`config.mk`:
```
export PLATFORM = sky130hd
export DESIGN_NAME = iir_stereo_sched
export DESIGN_NICKNAME = d
export VERILOG_FILES = /design/src/rtl/iir_stereo_sched.sv
export SDC_FILE = /design/constraint.sdc
export NUM_CORES = 2
export LEC_CHECK = 0
export BUFFER_PORTS_ARGS = -buffer_cell sky130_fd_sc_hd__clkbuf_2
export CORE_ASPECT_RATIO = 0.9
export CORE_MARGIN = 1
export CORE_UTILIZATION = 55
export CTS_CLUSTER_SIZE = 8
export DETAILED_ROUTE_END_ITERATION = 8
export GPL_ROUTABILITY_DRIVEN = 0
export PLACE_DENSITY = 0.85
export SLEW_MARGIN = 20
export SYNTH_ARGS = -nofsm -noshare
export SYNTH_HDL_FRONTEND = slang
export SYNTH_SLANG_ARGS = --single-unit
```
`constraint.sdc`:
```
create_clock -name clock -period 18.1 [get_ports clock]
set_input_delay 1.81 -clock clock [delete_from_list [all_inputs] [get_ports clock]]
set_output_delay 1.81 -clock clock [all_outputs]
set_load 0.05 [all_outputs]
```
`src/rtl/iir_stereo_sched.sv`:
```
// Stereo first-order IIR (de-emphasis) sharing one multiply/dequantize/accumulate
// engine between the left and right channels under round-robin scheduling.
module iir_stereo_sched #(
  parameter int unsigned          DATA_SIZE = 32,
  parameter logic [DATA_SIZE-1:0] B0        = 32'h000000B2,
  parameter logic [DATA_SIZE-1:0] B1        = 32'h000000B2,
  parameter logic [DATA_SIZE-1:0] A1        = 32'hFFFFFD66
) (
  input  logic                 clock,
  input  logic                 reset,
  input  logic [DATA_SIZE-1:0] l_din,
  input  logic                 l_empty,
  output logic                 l_rd_en,
  input  logic [DATA_SIZE-1:0] r_din,
  input  logic                 r_empty,
  output logic                 r_rd_en,
  output logic [DATA_SIZE-1:0] l_dout,
  input  logic                 l_full,
  output logic                 l_wr_en,
  output logic [DATA_SIZE-1:0] r_dout,
  input  logic                 r_full,
  output logic                 r_wr_en,
  input  logic                 clear,
  output logic                 busy
);

  localparam int unsigned FRAC_BITS = 10;
  localparam int unsigned PROD_W    = 2 * DATA_SIZE;
  localparam logic        CH_L      = 1'b0;
  localparam logic        CH_R      = 1'b1;

  typedef enum logic [2:0] {
    S_IDLE  = 3'd0,
    S_MAC0  = 3'd1,
    S_MAC1  = 3'd2,
    S_MAC2  = 3'd3,
    S_WRITE = 3'd4
  } state_e;

  state_e                 state_q, state_d;
  logic                   sel_q, sel_d;
  logic                   last_grant_q, last_grant_d;
  logic                   clr_pend_q, clr_pend_d;
  logic [DATA_SIZE-1:0]   xcur_q, xcur_d;
  logic [DATA_SIZE-1:0]   acc_q, acc_d;
  logic [DATA_SIZE-1:0]   xl1_q, xl1_d, yl1_q, yl1_d;
  logic [DATA_SIZE-1:0]   xr1_q, xr1_d, yr1_q, yr1_d;
  logic [DATA_SIZE-1:0]   l_dout_q, l_dout_d, r_dout_q, r_dout_d;
  logic                   l_wr_en_q, l_wr_en_d, r_wr_en_q, r_wr_en_d;

  logic                   grant_l, grant_r;
  logic                   l_elig, r_elig, sel_full, clr_eff;
  logic signed [DATA_SIZE-1:0] coef_s, data_s;
  logic signed [PROD_W-1:0]    prod;
  logic [DATA_SIZE-1:0]   deq_res;

  // Fixed-point rescale that truncates toward zero for both signs.
  function automatic logic [DATA_SIZE-1:0] deq(input logic signed [PROD_W-1:0] p);
    logic signed [PROD_W-1:0] q;
    if (p < 0) q = -((-p) >>> FRAC_BITS);
    else       q = p >>> FRAC_BITS;
    return q[DATA_SIZE-1:0];
  endfunction

  // Operand select for the single shared multiplier.
  always_comb begin
    coef_s = $signed(B0);
    data_s = $signed(xcur_q);
    unique case (state_q)
      S_MAC1: begin
        coef_s = $signed(B1);
        data_s = $signed((sel_q == CH_R) ? xr1_q : xl1_q);
      end
      S_MAC2: begin
        coef_s = $signed(A1);
        data_s = $signed((sel_q == CH_R) ? yr1_q : yl1_q);
      end
      default: ;
    endcase
  end

  assign prod    = PROD_W'(coef_s) * PROD_W'(data_s);
  assign deq_res = deq(prod);

  assign l_elig   = !l_empty && !l_full;
  assign r_elig   = !r_empty && !r_full;
  assign sel_full = (sel_q == CH_R) ? r_full : l_full;
  assign clr_eff  = clr_pend_q || clear;

  always_comb begin
    state_d      = state_q;
    sel_d        = sel_q;
    last_grant_d = last_grant_q;
    clr_pend_d   = clr_pend_q;
    xcur_d       = xcur_q;
    acc_d        = acc_q;
    xl1_d        = xl1_q;
    yl1_d        = yl1_q;
    xr1_d        = xr1_q;
    yr1_d        = yr1_q;
    l_dout_d     = l_dout_q;
    r_dout_d     = r_dout_q;
    l_wr_en_d    = 1'b0;
    r_wr_en_d    = 1'b0;
    grant_l      = 1'b0;
    grant_r      = 1'b0;

    unique case (state_q)
      S_IDLE: begin
        if (clear) begin
          xl1_d = '0;
          yl1_d = '0;
          xr1_d = '0;
          yr1_d = '0;
        end else if (l_elig && (!r_elig || last_grant_q == CH_R)) begin
          grant_l = 1'b1;
        end else if (r_elig) begin
          grant_r = 1'b1;
        end
        if (grant_l || grant_r) begin
          sel_d        = grant_r;
          last_grant_d = grant_r;
          xcur_d       = grant_r ? r_din : l_din;
          acc_d        = '0;
          clr_pend_d   = 1'b0;
          state_d      = S_MAC0;
        end
      end
      S_MAC0: begin
        acc_d      = acc_q + deq_res;
        clr_pend_d = clr_eff;
        state_d    = S_MAC1;
      end
      S_MAC1: begin
        acc_d      = acc_q + deq_res;
        clr_pend_d = clr_eff;
        state_d    = S_MAC2;
      end
      S_MAC2: begin
        acc_d      = acc_q - deq_res;
        clr_pend_d = clr_eff;
        state_d    = S_WRITE;
      end
      S_WRITE: begin
        clr_pend_d = clr_eff;
        if (!sel_full) begin
          // A clear seen during the sample zeroes the write-back instead of updating it.
          if (sel_q == CH_R) begin
            r_dout_d  = acc_q;
            r_wr_en_d = 1'b1;
            xr1_d     = clr_eff ? '0 : xcur_q;
            yr1_d     = clr_eff ? '0 : acc_q;
          end else begin
            l_dout_d  = acc_q;
            l_wr_en_d = 1'b1;
            xl1_d     = clr_eff ? '0 : xcur_q;
            yl1_d     = clr_eff ? '0 : acc_q;
          end
          clr_pend_d = 1'b0;
          state_d    = S_IDLE;
        end
      end
      default: state_d = S_IDLE;
    endcase
  end

  always_ff @(posedge clock or posedge reset) begin
    if (reset) begin
      state_q      <= S_IDLE;
      sel_q        <= CH_L;
      last_grant_q <= CH_R;
      clr_pend_q   <= 1'b0;
      xcur_q       <= '0;
      acc_q        <= '0;
      xl1_q        <= '0;
      yl1_q        <= '0;
      xr1_q        <= '0;
      yr1_q        <= '0;
      l_dout_q     <= '0;
      r_dout_q     <= '0;
      l_wr_en_q    <= 1'b0;
      r_wr_en_q    <= 1'b0;
    end else begin
      state_q      <= state_d;
      sel_q        <= sel_d;
      last_grant_q <= last_grant_d;
      clr_pend_q   <= clr_pend_d;
      xcur_q       <= xcur_d;
      acc_q        <= acc_d;
      xl1_q        <= xl1_d;
      yl1_q        <= yl1_d;
      xr1_q        <= xr1_d;
      yr1_q        <= yr1_d;
      l_dout_q     <= l_dout_d;
      r_dout_q     <= r_dout_d;
      l_wr_en_q    <= l_wr_en_d;
      r_wr_en_q    <= r_wr_en_d;
    end
  end

  // Pops are held off while reset is asserted so every output reads 0 during reset.
  assign l_rd_en = grant_l && !reset;
  assign r_rd_en = grant_r && !reset;
  assign l_dout  = l_dout_q;
  assign r_dout  = r_dout_q;
  assign l_wr_en = l_wr_en_q;
  assign r_wr_en = r_wr_en_q;
  assign busy    = (state_q != S_IDLE);

endmodule

```
==> results.json <==
{
  "reg2reg_from": "state_q[2]",
  "syn_avg_cell_area_um2": 9.00,
  "cp.required_ps": 18490,
  "rows": 80,
  "yosys_warnings": 0,
  "worstHoldStart": "l_dout[3]",
  "fin_util_pct": 60.4,
  "drcViolationCount": 16,
  "max_freq_mhz": 66.2,
  "first_global_vias": 24200,
  "hold_class": "flop to flop",
  "r2r-end": "acc_q[31]",
  "rrSetupSlack_ps": 2990,
  "max_cap_viol_count": 0,
  "die-area_um2": 55100,
  "fin_tns_setup_ps": 0,
  "fp.coreArea_um2": 53300,
  "skew_ps": 26.3,
  "io_pins": 140,
  "track_usage_pct": 29.4,
  "rsz0062_at_grt": "no",
  "fp.dieH_um": 223,
  "wl_per_cell_um": 19.0,
  "dr.first_iter.drc_count": 2555,
  "hold_end": "l_dout[3]",
  "finalHoldViolCount": 0,
  "grt_overflow": 0,
  "syn_to_final_growth_pct": 8.05,
  "period_minus_slack_ps": 15110,
  "netlist_area_um2": 29800,
  "worstSetupPathType": "flop to flop",
  "cp.arrival_ps": 15500,
  "synth_seq_cells": 264,
  "period_share_pct": 83.5,
  "path_clk_slew_ps": 50,
  "synthArstFlopShare_pct": 100,
  "worstRegToRegCells": 46,
  "drive_gt1_share_pct": 8.80,
  "pre_cts_ws_ps": 3330,
  "fin_ws_ps": 2990,
  "clockBufferDepth": 3,
  "synth_edf_count": 0,
  "setup_violations": 0,
  "cts_setup_buffers": 0,
  "routed_via_density": 5.84,
  "drt_pass1_iterations": 8,
  "cts.sinks": 264,
  "slew_violations": 0,
  "grt_pass1_wl_um": 128000,
  "whs_path_depth": 2,
  "violations": "design-rule violations",
  "htreeDepth": 2,
  "n_antenna_cell": 0,
  "critPathMaxFanout": 51,
  "cts_hold_buf": 0,
  "yosysSeqAreaShare_pct": 22.2,
  "slew_headroom_pct": 27.9,
  "syn-instance-count": 3307,
  "crit_path_frequent_cell": "fa_1",
  "initial_core_util_pct": 55.9,
  "tightest_slew_ps": 1080,
  "cts_buffers": 38,
  "vias": 24000,
  "grt_max_degree": 130,
  "placed_cell_area_um2": 31100,
  "final_cell_mix": "inv_1, nand2_1, fa_1",
  "root_buffer": "clkbuf_16",
  "drt_wl_total_um": 77900,
  "cts_tree": "done",
  "dp_hpwl_um": 62900,
  "fp.dieW_um": 247,
  "cpMaxStageDelayCell": "fa_1",
  "slowest_delay_ps": 1080,
  "status": "finished with violations",
  "synth.distinct_cells": 108,
  "antenna_found_initial": 0,
  "antenna_left": 0,
  "final_nets": 4085,
  "cp-end-kind": "flop",
  "clkLatencyLatePin_ps": 540,
  "post_cts_resized": 0,
  "stdcell_area_um2": 32200,
  "yosys_most_used_dff": "dfrtp_1",
  "place.port_buffers": 139,
  "final_common_cell": "inv_1",
  "startpoint_type": "flop"
}
## how the worst max path moves through the flow
stage,from,end,slack (ps),depth (start not counted)
6_report,state_q[2],acc_q[31],2990,46
5_1_grt,state_q[2],acc_q[31],1970,49
4_1_cts,state_q[2],acc_q[31],3230,46
3_5_place_dp,state_q[2],acc_q[31],3330,46
3_3_place_gp,state_q[2],acc_q[31],3770,46
2_1_floorplan,sel_q,acc_q[31],3830,54
## per-layer routing
layer	wire length (um)	up-vias	track usage, %
li1	-	10800	-
met1	31700	11700	41.4
met2	35500	1248	45.4
met3	7830	209	6.05
met4	2900	0	9.64
met5	0	-	0
## through the flow
stage,hold WS [ps],instances
after global routing,496,4107
after global placement,457,4056
final,473,4107
after detailed placement,464,4056
after CTS,475,4107
after floorplan,444,3322
## worst max-delay path: cells and delay by family (launching register included)
family	cells	cell delay, ps
adder cells (fa/ha/maj)	10	5660
AND/OR/NAND/NOR	6	1580
multiplexers	1	250
AO/OA/AOI/OAI	18	4650
XOR/XNOR	2	420
flip-flops	1	560
buffers and inverters	9	1750
## cell usage after synthesis (6+ instances only)
library cell | number | share of area (%)
a211oi_1 | 17 | 0.43
nor2b_1 | 10 | 0.21
nand2_1 | 573 | 7.2
xnor2_1 | 86 | 2.5
a211o_1 | 7 | 0.21
a21o_1 | 37 | 0.93
nand3_1 | 34 | 0.57
mux2i_1 | 74 | 2.5
o21a_1 | 16 | 0.40
nand4_1 | 14 | 0.29
o211ai_1 | 11 | 0.28
o2111ai_1 | 6 | 0.18
nand2b_1 | 19 | 0.40
or2_2 | 10 | 0.21
o21bai_1 | 8 | 0.20
inv_1 | 584 | 7.4
dfrtp_1 | 263 | 22
o22ai_1 | 10 | 0.21
a31oi_1 | 18 | 0.38
clkbuf_1 | 95 | 1.2
and2_1 | 8 | 0.17
nor3_1 | 42 | 0.71
and3_1 | 24 | 0.50
fa_1 | 380 | 26
or3_1 | 17 | 0.36
xor2_1 | 27 | 0.79
nand3b_1 | 6 | 0.15
o21ai_0 | 251 | 4.2
nor2_1 | 112 | 1.4
ha_1 | 235 | 9.9
buf_1 | 12 | 0.15
a21oi_1 | 94 | 1.6
o31ai_1 | 12 | 0.30
nor4_1 | 16 | 0.34
mux2_2 | 28 | 1.1
buf_2 | 11 | 0.18
## kinds of logic (layout without fill, tap and decap cells)
group                      after synthesis  in the layout  synth area share, %
AOI/OAI and AO/OA                      572            572                 12.1
other                                    2             17               0.0252
buffers and inverters                  706            794                 9.04
DFF                                    264            264                 22.2
muxes                                  102            102                 3.55
xor gates and xnor gates               115            115                 3.43
adders and majority gates              615            615                 35.4
and+or+nand+nor                        931            931                 14.2
## registers in the layout, summed over array words and instances (netlist names)
register	flops
acc_q	32
l_dout	32
r_dout	32
xcur_q	32
xl1_q	32
xr1_q	32
yl1_q	32
yr1_q	32
state_q	3
clr_pend_q	1
l_wr_en	1
last_grant_q	1
r_wr_en	1
sel_q	1
## area by class of cell
class	count	area [um2]
Tap cell	697	872
Timing Repair Buffer	159	846
Fill cell	4177	21100
Clock buffer	48	988
Sequential cell	264	6610
Inverter	584	2200
Multi-Input combinational cell	2352	20600
Clock inverter	3	62.6
Power is left out: the tool's default activity adds up to more than one toggle a clock period on the data nets, which glitch-free logic cannot reach.
